`config.mk`:
```
export PLATFORM = sky130hd
export DESIGN_NAME = pipe_stage_flat
export DESIGN_NICKNAME = d
export VERILOG_FILES = /design/src/rtl/pipe_pkg.sv /design/src/rtl/pipe_stage_if.sv /design/src/rtl/pipe_skid_reg.sv /design/src/rtl/pipe_stage.sv /design/src/flat_wrapper.sv
export SDC_FILE = /design/constraint.sdc
export NUM_CORES = 1
export LEC_CHECK = 0
export CORE_MARGIN = 10
export CORE_UTILIZATION = 42
export DETAILED_ROUTE_END_ITERATION = 8
export PLACE_DENSITY = 0.93
export SYNTH_ARGS = -nofsm -noshare
export SYNTH_HDL_FRONTEND = slang
export SYNTH_SLANG_ARGS = --single-unit
```
`constraint.sdc`:
```
create_clock -name clk -period 2.73 [get_ports clk]
set_input_delay 0.6825 -clock clk [delete_from_list [all_inputs] [get_ports clk]]
set_output_delay 0.6825 -clock clk [all_outputs]
set_load 0.02 [all_outputs]
```
`src/rtl/pipe_pkg.sv`:
```
// rtl/pipe_pkg.sv - shared state encoding and NOP payload for pipeline stages
package pipe_pkg;

  typedef enum logic [1:0] {
    EMPTY = 2'd0,
    ONE   = 2'd1,
    FULL  = 2'd2
  } pipe_state_e;

  // ADDI x0,x0,0: the payload a bubble carries downstream.
  localparam logic [31:0] NOP_INSN = 32'h0000_0013;

endpackage

```
`src/rtl/pipe_stage_if.sv`:
```
// rtl/pipe_stage_if.sv - upstream/downstream valid-ready handshake bundle
interface pipe_stage_if #(
  parameter int DATA_W = 32
);

  logic              s_valid;
  logic              s_ready;
  logic [DATA_W-1:0] s_data;
  logic              m_valid;
  logic              m_ready;
  logic [DATA_W-1:0] m_data;

  // master: the surroundings (producer upstream, consumer downstream)
  modport master (
    output s_valid, s_data, m_ready,
    input  s_ready, m_valid, m_data
  );

  // slave: the stage itself
  modport slave (
    input  s_valid, s_data, m_ready,
    output s_ready, m_valid, m_data
  );

endinterface

```
`src/rtl/pipe_skid_reg.sv`:
```
// rtl/pipe_skid_reg.sv - one payload register with load and clear (clear wins)
module pipe_skid_reg #(
  parameter int                DATA_W  = 32,
  parameter logic [DATA_W-1:0] RST_VAL = '0
) (
  input  logic              clk,
  input  logic              rst_n,
  input  logic              load,
  input  logic              clear,
  input  logic [DATA_W-1:0] d,
  output logic [DATA_W-1:0] q
);

  logic [DATA_W-1:0] data_q;
  logic [DATA_W-1:0] data_d;

  always_comb begin
    data_d = data_q;
    if (clear) begin
      data_d = RST_VAL;
    end else if (load) begin
      data_d = d;
    end
  end

  always_ff @(posedge clk or negedge rst_n) begin
    if (!rst_n) begin
      data_q <= RST_VAL;
    end else begin
      data_q <= data_d;
    end
  end

  assign q = data_q;

endmodule

```
`src/rtl/pipe_stage.sv`:
```
// rtl/pipe_stage.sv - registered valid/ready pipeline stage; PIPE_STAGE_SKID_EN selects the 2-entry skid build
module pipe_stage
  import pipe_pkg::*;
#(
  parameter int                DATA_W   = 32,
  parameter logic [DATA_W-1:0] NOP_DATA = DATA_W'(NOP_INSN)
) (
  input  logic         clk,
  input  logic         rst,
  input  logic         flush,
  pipe_stage_if.slave  bus,
  output logic [1:0]   occ
);

  pipe_state_e       state_q;
  pipe_state_e       state_d;
  logic              m_valid_q;
  logic              m_valid_d;
  logic              main_load;
  logic              main_clr;
  logic [DATA_W-1:0] main_in;
  logic [DATA_W-1:0] main_q;
  logic              s_fire;
  logic              m_fire;

  assign m_fire = m_valid_q & bus.m_ready;

  pipe_skid_reg #(
    .DATA_W  (DATA_W),
    .RST_VAL (NOP_DATA)
  ) u_main (
    .clk   (clk),
    .rst_n (rst),
    .load  (main_load),
    .clear (main_clr),
    .d     (main_in),
    .q     (main_q)
  );

`ifdef PIPE_STAGE_SKID_EN

  logic              s_ready_q;
  logic              s_ready_d;
  logic              skid_load;
  logic              skid_clr;
  logic              main_from_skid;
  logic [DATA_W-1:0] skid_q;

  assign s_fire  = bus.s_valid & s_ready_q;
  assign main_in = main_from_skid ? skid_q : bus.s_data;

  pipe_skid_reg #(
    .DATA_W  (DATA_W),
    .RST_VAL (NOP_DATA)
  ) u_skid (
    .clk   (clk),
    .rst_n (rst),
    .load  (skid_load),
    .clear (skid_clr),
    .d     (bus.s_data),
    .q     (skid_q)
  );

  always_comb begin
    state_d        = state_q;
    main_load      = 1'b0;
    main_clr       = 1'b0;
    skid_load      = 1'b0;
    skid_clr       = 1'b0;
    main_from_skid = 1'b0;
    if (flush) begin
      state_d  = EMPTY;
      main_clr = 1'b1;
      skid_clr = 1'b1;
    end else begin
      unique case (state_q)
        EMPTY: begin
          if (s_fire) begin
            state_d   = ONE;
            main_load = 1'b1;
          end
        end
        ONE: begin
          if (s_fire && m_fire) begin
            main_load = 1'b1;
          end else if (m_fire) begin
            state_d  = EMPTY;
            main_clr = 1'b1;
          end else if (s_fire) begin
            state_d   = FULL;
            skid_load = 1'b1;
          end
        end
        FULL: begin
          // s_ready is low here, so only the head can leave; skid slides into main.
          if (m_fire) begin
            state_d        = ONE;
            main_load      = 1'b1;
            main_from_skid = 1'b1;
            skid_clr       = 1'b1;
          end
        end
        default: begin
          state_d  = EMPTY;
          main_clr = 1'b1;
          skid_clr = 1'b1;
        end
      endcase
    end
    m_valid_d = (state_d != EMPTY);
    s_ready_d = (state_d != FULL);
  end

  always_ff @(posedge clk or negedge rst) begin
    if (!rst) begin
      s_ready_q <= 1'b1;
    end else begin
      s_ready_q <= s_ready_d;
    end
  end

  assign bus.s_ready = s_ready_q;
  assign occ         = state_q;

`else

  // Single register: accept whenever the held entry is leaving or there is none.
  assign bus.s_ready = bus.m_ready | ~m_valid_q;
  assign s_fire      = bus.s_valid & bus.s_ready;
  assign main_in     = bus.s_data;

  always_comb begin
    state_d   = state_q;
    main_load = 1'b0;
    main_clr  = 1'b0;
    if (flush) begin
      state_d  = EMPTY;
      main_clr = 1'b1;
    end else begin
      unique case (state_q)
        EMPTY: begin
          if (s_fire) begin
            state_d   = ONE;
            main_load = 1'b1;
          end
        end
        ONE: begin
          if (s_fire) begin
            main_load = 1'b1;
          end else if (m_fire) begin
            state_d  = EMPTY;
            main_clr = 1'b1;
          end
        end
        default: begin
          state_d  = EMPTY;
          main_clr = 1'b1;
        end
      endcase
    end
    m_valid_d = (state_d != EMPTY);
  end

  assign occ = {1'b0, m_valid_q};

`endif

  always_ff @(posedge clk or negedge rst) begin
    if (!rst) begin
      state_q   <= EMPTY;
      m_valid_q <= 1'b0;
    end else begin
      state_q   <= state_d;
      m_valid_q <= m_valid_d;
    end
  end

  assign bus.m_valid = m_valid_q;
  assign bus.m_data  = main_q;

endmodule
```
`src/flat_wrapper.sv`:
```
// flat-port wrapper written by rule: the top's interface ports become plain ports
module pipe_stage_flat import pipe_pkg::*;
#(
  parameter int                DATA_W   = 32,
  parameter logic [DATA_W-1:0] NOP_DATA = DATA_W'(NOP_INSN)
)
  (clk, rst, flush, occ, bus_s_valid, bus_s_data, bus_m_ready, bus_s_ready, bus_m_valid, bus_m_data);
  pipe_stage_if #(.DATA_W(DATA_W)) bus_i ();
  input  logic clk;
  input  logic rst;
  input  logic flush;
  output logic [1:0] occ;
  input wire logic [$bits(bus_i.s_valid)-1:0] bus_s_valid;
  input wire logic [$bits(bus_i.s_data)-1:0] bus_s_data;
  input wire logic [$bits(bus_i.m_ready)-1:0] bus_m_ready;
  output wire logic [$bits(bus_i.s_ready)-1:0] bus_s_ready;
  output wire logic [$bits(bus_i.m_valid)-1:0] bus_m_valid;
  output wire logic [$bits(bus_i.m_data)-1:0] bus_m_data;
  assign bus_i.s_valid = bus_s_valid;
  assign bus_i.s_data = bus_s_data;
  assign bus_i.m_ready = bus_m_ready;
  assign bus_s_ready = bus_i.s_ready;
  assign bus_m_valid = bus_i.m_valid;
  assign bus_m_data = bus_i.m_data;
  pipe_stage #(.DATA_W(DATA_W), .NOP_DATA(NOP_DATA)) u_core (.clk(clk), .rst(rst), .flush(flush), .bus(bus_i), .occ(occ));
endmodule
```
After elaboration in Yosys (flattened, before gate mapping)
Cells that the tools add are included.
Widths: inputs -> output; s select.
{"block": "classes", "n_bitwise": 4, "n_eq_ne": 1, "n_reduce_logical": 4, "n_mux": 14, "n_div": 0, "shift": 0, "order_cmp": 0, "add_sub_neg": 0, "multipliers": 0}
{"operator": "$mux 32", "n": 2}
{"operator": "$mux 2", "n": 4}
{"operator": "$mux 1", "n": 6}
{"operator": "$pmux 2 s2", "n": 1}
{"operator": "$reduce_bool 2->1", "n": 2}
{"operator": "$and 1x1->1", "n": 2}
{"operator": "$eq 2x1->1 const B", "n": 1}
{"operator": "$logic_not 2->1", "n": 1}
{"operator": "$pmux 1 s2", "n": 1}
{"operator": "$reduce_or 2->1", "n": 1}
{"operator": "$not 1->1", "n": 1}
{"operator": "$or 1x1->1", "n": 1}
{"block": "word_totals", "romBits": 0, "memories": 0, "mem_bits_rw": 0, "output_inout_bits": 36, "regBits": 35, "wordCells": 26, "latch_bits": 0}

Depth between registers and ports, before layout
{"block": "logic_depth", "word_depth": 8, "mapped_depth": 6, "mapped_depth_nobuf": 4}

Cells and area by module
A second synthesis with hierarchy kept.
{"block": "unflattened", "hier_cells": 118, "hier_area_um2": 1476.4}
{"module": "pipe_skid_reg", "area_each_um2": 1322.5, "instances": 1, "seq_area_each_um2": 804.5, "cells_each": 103}
{"module": "pipe_stage", "area_each_um2": 153.9, "instances": 1, "seq_area_each_um2": 75.1, "cells_each": 15}

Worst setup path before layout
No wires, ideal clock.
{"block": "synth_timing", "kind": "input -> output", "startpoint": "input bus_m_ready", "endpoint": "output bus_s_ready", "path_stages": 3, "t_arrival_ns": 1.029, "t_required_ns": 2.047, "slack_ns": 1.019, "cell_sequence": "nor2b_4 > inv_2 > buf_2"}
{"block": "synth_via", "elab_chain_len": 1}
{"item": "from (decl)", "line": "flat_wrapper.sv:15", "rtl": "input wire logic [$bits(bus_i.m_ready)-1:0] bus_m_ready;"}
{"item": "$or 1x1->1", "line": "pipe_stage.sv:128", "rtl": "assign bus.s_ready = bus.m_ready | ~m_valid_q;"}
{"item": "to (decl)", "line": "flat_wrapper.sv:16", "rtl": "output wire logic [$bits(bus_i.s_ready)-1:0] bus_s_ready;"}
No other way between the ends.

Worst setup path after layout
Same ends and word-level chain as after synthesis.

==> metrics <==
H-Tree Depth=2; syn avg cell area=9.73 um^2; met3 GRT Util=0.0546; ANT nets after route=0; PortBufs=71; die area=0.00648 mm^2; VDD IR max=315 uV; Initial Utilization=0.447; largest family of logic cells by synthesized area=compound AO/OA/AOI/OAI gates; Die Y-Extent=80.5 um; layout cells sized above 1=0.0714; final net count=260; met2 Usage GRT=0.229; Adder-Cell Fraction of Synth Area=0; Routed WL=~4400 um; Final Cell Area=approximately 0.0023 mm^2; Syn. warnings=0; post-route insts no fill=270; pin count of the biggest net entering global routing=37; GRT Residual Overflow=0; Final setup viols=0; Area after DPL=0.00224 mm^2; Hold Crit Class=in -> async; Final Hold Violating Endpoints=0; max-slew violation count=0; GRT Util Overall=0.135; WP data required=2050 ps; Syn Inst Count=158; actual slew at the worst max-slew pin=772 ps; ANT cells=0; number of buffers created by CTS=5; status=finished clean; Cell Rows=21; top post-synthesis cells by area=dfrtp_1 52%, a21oi_1 10%, nand3_1 9.4%; biggest fanout along the worst timing path=3; Pre-antenna DRT Iters=4; gpl congestion=0.692; compound-cell area share of the yosys netlist=0.216; post-CTS sizing=0; placed cells=262; Fillers=276; FF+latch count, synth=35; Max Cap Viol=0; detailed-route via count=1413; Post-Synthesis Cell Area=0.00154 mm^2; first-pass GRT wire length=7070 um; unrepaired setup endpoints after global routing=no; Storage cell area=880 um^2; Worst EP arrival=around 2000 ps; CTS Buffer Depth=2; post-CTS setup buffers=0; setup_tns=0 ps; root buf cell=clkbuf_8; DR vias/cell=5.23; number of global-route vias before repair=1446; residual DRC count=0; drt wl/cell=16.2 um; TritonCTS clock tree=done; leakage power=roughly 0.95 nW; clock latency on the worst-skew pair=270 ps; CP Class=in -> out; leading area contributor after synthesis=dfrtp_1; mux contribution to synthesized area=0.00651; met1 Use GR=0.155; clk sink count=35; DRT iter0 DRCs=164; initial antenna violation count=0; Core Region=0.00344 mm^2; I/O pins=73; GR peak layer=met2; Fin Clk Skew=3.48 ps; crit path capture type=primary output; crit share post-route=0.978; Clk pin slew, worst setup/hold paths=60 ps; worst rel slew slack=0.485; Pwr per Cell Area=464 mW/mm^2; post-synthesis sequential area ratio=0.572; Hold Buf Count CTS=0; Multi-input gate area=547 um^2; Synth-to-Final Area Change=50.9%; top achievable clock speed=~0.37 GHz; critical path launch point type=input pin; simple-gate area share of the yosys netlist=0.129; XOR/XNOR share of the synthesized area=0; Synth cell types=19; Die W=80.5 um; crit path time final=2670 ps; Synth top area share=0.521; DPL Wire Length=3170 um
-- layout make-up --
type                    count  area share
flip-flops and latches     35       0.379
repair buffers             75       0.323
multi-input cells         104       0.236
clock buffers               8      0.0345
well taps                  46      0.0248
inverters                   2     0.00324
-- worst paths after layout --
check                              startpoint                   to  slack [ps]  cells past startpoint
setup / recovery                  bus_m_ready          bus_s_ready          60                      4
hold / removal                            rst  u_core.u_main.q[12]         490                      1
setup reg to reg           u_core.bus.m_valid   u_core.u_main.q[0]        1210                      5
hold reg to reg            u_core.u_main.q[6]   u_core.u_main.q[6]         540                      2
max in group asynchronous                 rst   u_core.u_main.q[5]        1750                      1
min in group clk           u_core.u_main.q[6]   u_core.u_main.q[6]         540                      2
-- kinds of logic after synthesis --
| group | after synthesis |
|---|---|
| simple gates | 37 |
| compound gates | 64 |
| buf+inv | 20 |
| flops | 35 |
| other cells | 1 |
| mux | 1 |
-- worst max-delay path, stage by stage --
cell,delay (ps)
clkdlybuf4s50_1,560
nor2b_4,60
inv_2,50
clkdlybuf4s50_1,630
-- power by group --
group / internal [mW] / leakage, nW / switching, mW
registers: 0.538 / 0.468 / 0.00909
clock network: 0.181 / 0.0395 / 0.160
logic: 0.0954 / 0.447 / 0.0928
total: 0.814 / 0.954 / 0.261
-- synth_stat cells --
| cell | n |
|---|---|
| o21ai_0 | 28 |
| buf_2 | 8 |
| inv_2 | 2 |
| dfstp_2 | 3 |
| buf_4 | 6 |
| nand2_1 | 2 |
| nand3_1 | 29 |
| buf_6 | 1 |
| a211o_1 | 3 |
| and3_1 | 3 |
| nor2b_4 | 1 |
| a21oi_1 | 31 |
| nor2_1 | 1 |
| mux2i_1 | 1 |
| conb_1 | 1 |
| nand4b_1 | 1 |
| dfrtp_1 | 32 |
| clkbuf_1 | 3 |
| o21ai_1 | 2 |
-- flip-flops by register name, summed over array words and instances, names as in the netlist --
name,flops
u_core.u_main.q,32
u_core.state_q,2
u_core.bus.m_valid,1
-- per-stage QoR --
step	power, mW	worst slack [ps]	hold WS, ps	util
2_1_floorplan	0.638	1020	387	-
3_3_place_gp	0.742	57.8	526	0.651
3_5_place_dp	0.746	50.5	532	0.651
4_1_cts	1.09	50.5	506	0.674
5_1_grt	1.14	17.2	536	0.674
6_report	1.08	61.4	486	0.674
-- layout by cell type, fill, tap and decap left out --
cell type         n
clkbuf_8          5
a21oi_1          31
clkbuf_1          3
nor2b_4           1
nor2_1            1
nand4b_1          1
nand2_1           2
mux2i_1           1
buf_4             3
dfrtp_1          32
clkdlybuf4s50_1  70
nand3_1          29
a211o_1           3
buf_12            1
and3_1            3
o21ai_1           2
conb_1            2
buf_2             1
dfstp_2           3
o21ai_0          28
inv_2             2
-- routing by layer --
| layer | up-vias | part of all wire |
|---|---|---|
| met5 | - | 0 |
| met1 | 665 | 0.38 |
| met2 | 61 | 0.52 |
| li1 | 685 | - |
| met3 | 2 | 0.098 |
| met4 | 0 | 0.0027 |
Note: power is estimated with default switching activity, not from simulation.
==> edit (config.mk and constraints unchanged) <==
The option `PIPE_STAGE_SKID_EN` is turned on by a define.
--- a/src/rtl/pipe_stage.sv
+++ b/src/rtl/pipe_stage.sv
@@ -1,4 +1,6 @@
 // rtl/pipe_stage.sv - registered valid/ready pipeline stage; PIPE_STAGE_SKID_EN selects the 2-entry skid build
+`define PIPE_STAGE_SKID_EN
+
 module pipe_stage
   import pipe_pkg::*;
 #(
Check against the original RTL: not equivalent (a bounded check fails within 4 cycles, from zero or initial values and one cycle with rst low).
==> edit against the original RTL <==
Register-to-register slack lost 0.43 ns; final cell count grew 46%; utilization shrank 11 points; setup slack gained 0.43 ns; global-route usage shrank 0.16 points; non-clock buffer count grew 2; wire length grew 64%; maximum frequency grew 19%; count of clock-buffer cells in the layout grew 3; power grew 140%; design area grew 75%; sequential cell count grew 33; area after synthesis grew 99%; synthesized cell count grew 38%; largest cell class unchanged; highest routed layer unchanged.
==> edit: results (changes against the original RTL) <==
** Run status
- The run finished with clean final reports.

** Setup path
- Critical Path Fanout Max :: 11 (+8)
- The worst register-to-register path begins at u_core.occ[1]$_DFF_PN0_.
- Arrival time of the worst setup path :: 1.56 ns (-0.43 ns)
- Register-to-Register Setup Slack :: 0.78 ns (-0.43 ns)

** Clocking
- CTS H-tree depth :: 3 (+1)

** Timing
- The worst slack on hold paths was 0.420 ns (-0.0659 ns).
- The maximum clock skew at final layout is 0.00848 ns (+0.00500 ns).
- The slew at the pin closest to its max-slew limit is 0.930 ns (+0.158 ns).

** Synth
- Top cell types by occurrence after synthesis :: 61 x dfrtp_1, 32 x mux2i_1, 29 x a22o_1
- Syn Area/Cell :: 14.1 µm² (+44%)

** Pwr
- The fraction of power spent switching nets was 25.9% (+1.6 points).
- The maximum vdd ir drop is 398 µV (+26%).

** Final layout
- The number of fill cells in the layout is 612 (+120%).
- The fraction of final layout cells sized beyond drive strength 1 was 15.6% (+8.5 points).

** Global routing
- The global routing usage summed across all routing layers came to 13.3% (-0.16 points).
- The global routing met3 resource utilization came to 3.84% (-1.6 points).
- The global routing usage on met2 was 22.6% (-0.31 points).
- GR Layer Usage met1 :: 15.8% (+0.23 points)
- Global-route wire length before repair :: 12.3 mm (+74%)

** Detailed routing
- The count of vias placed by the detailed router was 2114 (+50%).
- Wirelength per Cell :: 18.3 µm (+13%)
- Drt first-iter violations :: 54 (-67%)
- The first-pass iteration count of the detailed router was 5 (+1).
- The average vias per placed instance is 5.38 (+2.8%).
- Wire length on met2 :: 3.60 mm (+59%)

** Placement
- The routability congestion estimate from global placement came to 0.822 (+19%).
- The cell area reported after detailed placement came to 3830 µm² (+71%).
- The total of buffers placed on input and output ports came to 72 (+1.4%).
edit: cell count changes in the layout (fill, tap and decap cells not counted), moves of 10 or more:
cell | unedited run | this run
mux2i_1 | 1 | 32
a21oi_1 | 31 | 2
a22o_1 | 0 | 29
dfrtp_1 | 32 | 61
nand3_1 | 29 | 0
o21ai_0 | 28 | 0
o2bb2ai_1 | 0 | 20
inv_1 | 0 | 10
edit: power by group through the flow:
stage	clock network [mW]	registers, mW	logic (mW)
floorplan	0	1.21	0.201
global placement	0	1.15	0.473
detailed placement	0	1.16	0.487
CTS	0.998	1.14	0.489
global route	1.04	1.15	0.515
finish	0.973	1.14	0.478
edit: cell families (layout without fill, tap and decap cells):
logic type / Yosys count / count (layout) / synth area share [%]
buf+inv: 27 / 103 / 6.66
compound gates: 73 / 73 / 22.9
mux: 33 / 33 / 10.8
simple gates: 17 / 17 / 3.80
flops: 68 / 68 / 55.8
edit: worst max-delay path by stage:
stage,to,slack [ns],start
after CTS,occ[1],0.46,u_core.occ[1]$_DFF_PN0_
after global routing,u_core.u_main.q[8]$_DFFE_PN0P_,0.37,bus_m_ready
after floorplan,u_core.u_main.q[4]$_DFFE_PN1P_,1.00,bus_s_valid
final,occ[1],0.49,u_core.occ[1]$_DFF_PN0_
after detailed placement,u_core.u_main.q[0]$_DFFE_PN1P_,0.19,bus_m_ready
after global placement,u_core.u_main.q[13]$_DFFE_PN0P_,0.30,bus_m_ready
edit: cell type report:
cell class	count	area, µm²	share of cell area [%]
Inverter	10	37.5	0.925
Timing Repair Buffer	77	803	19.8
Multi-Input combinational cell	123	1150	28.4
Clock buffer	11	131	3.24
Sequential cell	68	1710	42.1
Tap cell	99	124	3.05
Clock inverter	5	100	2.47
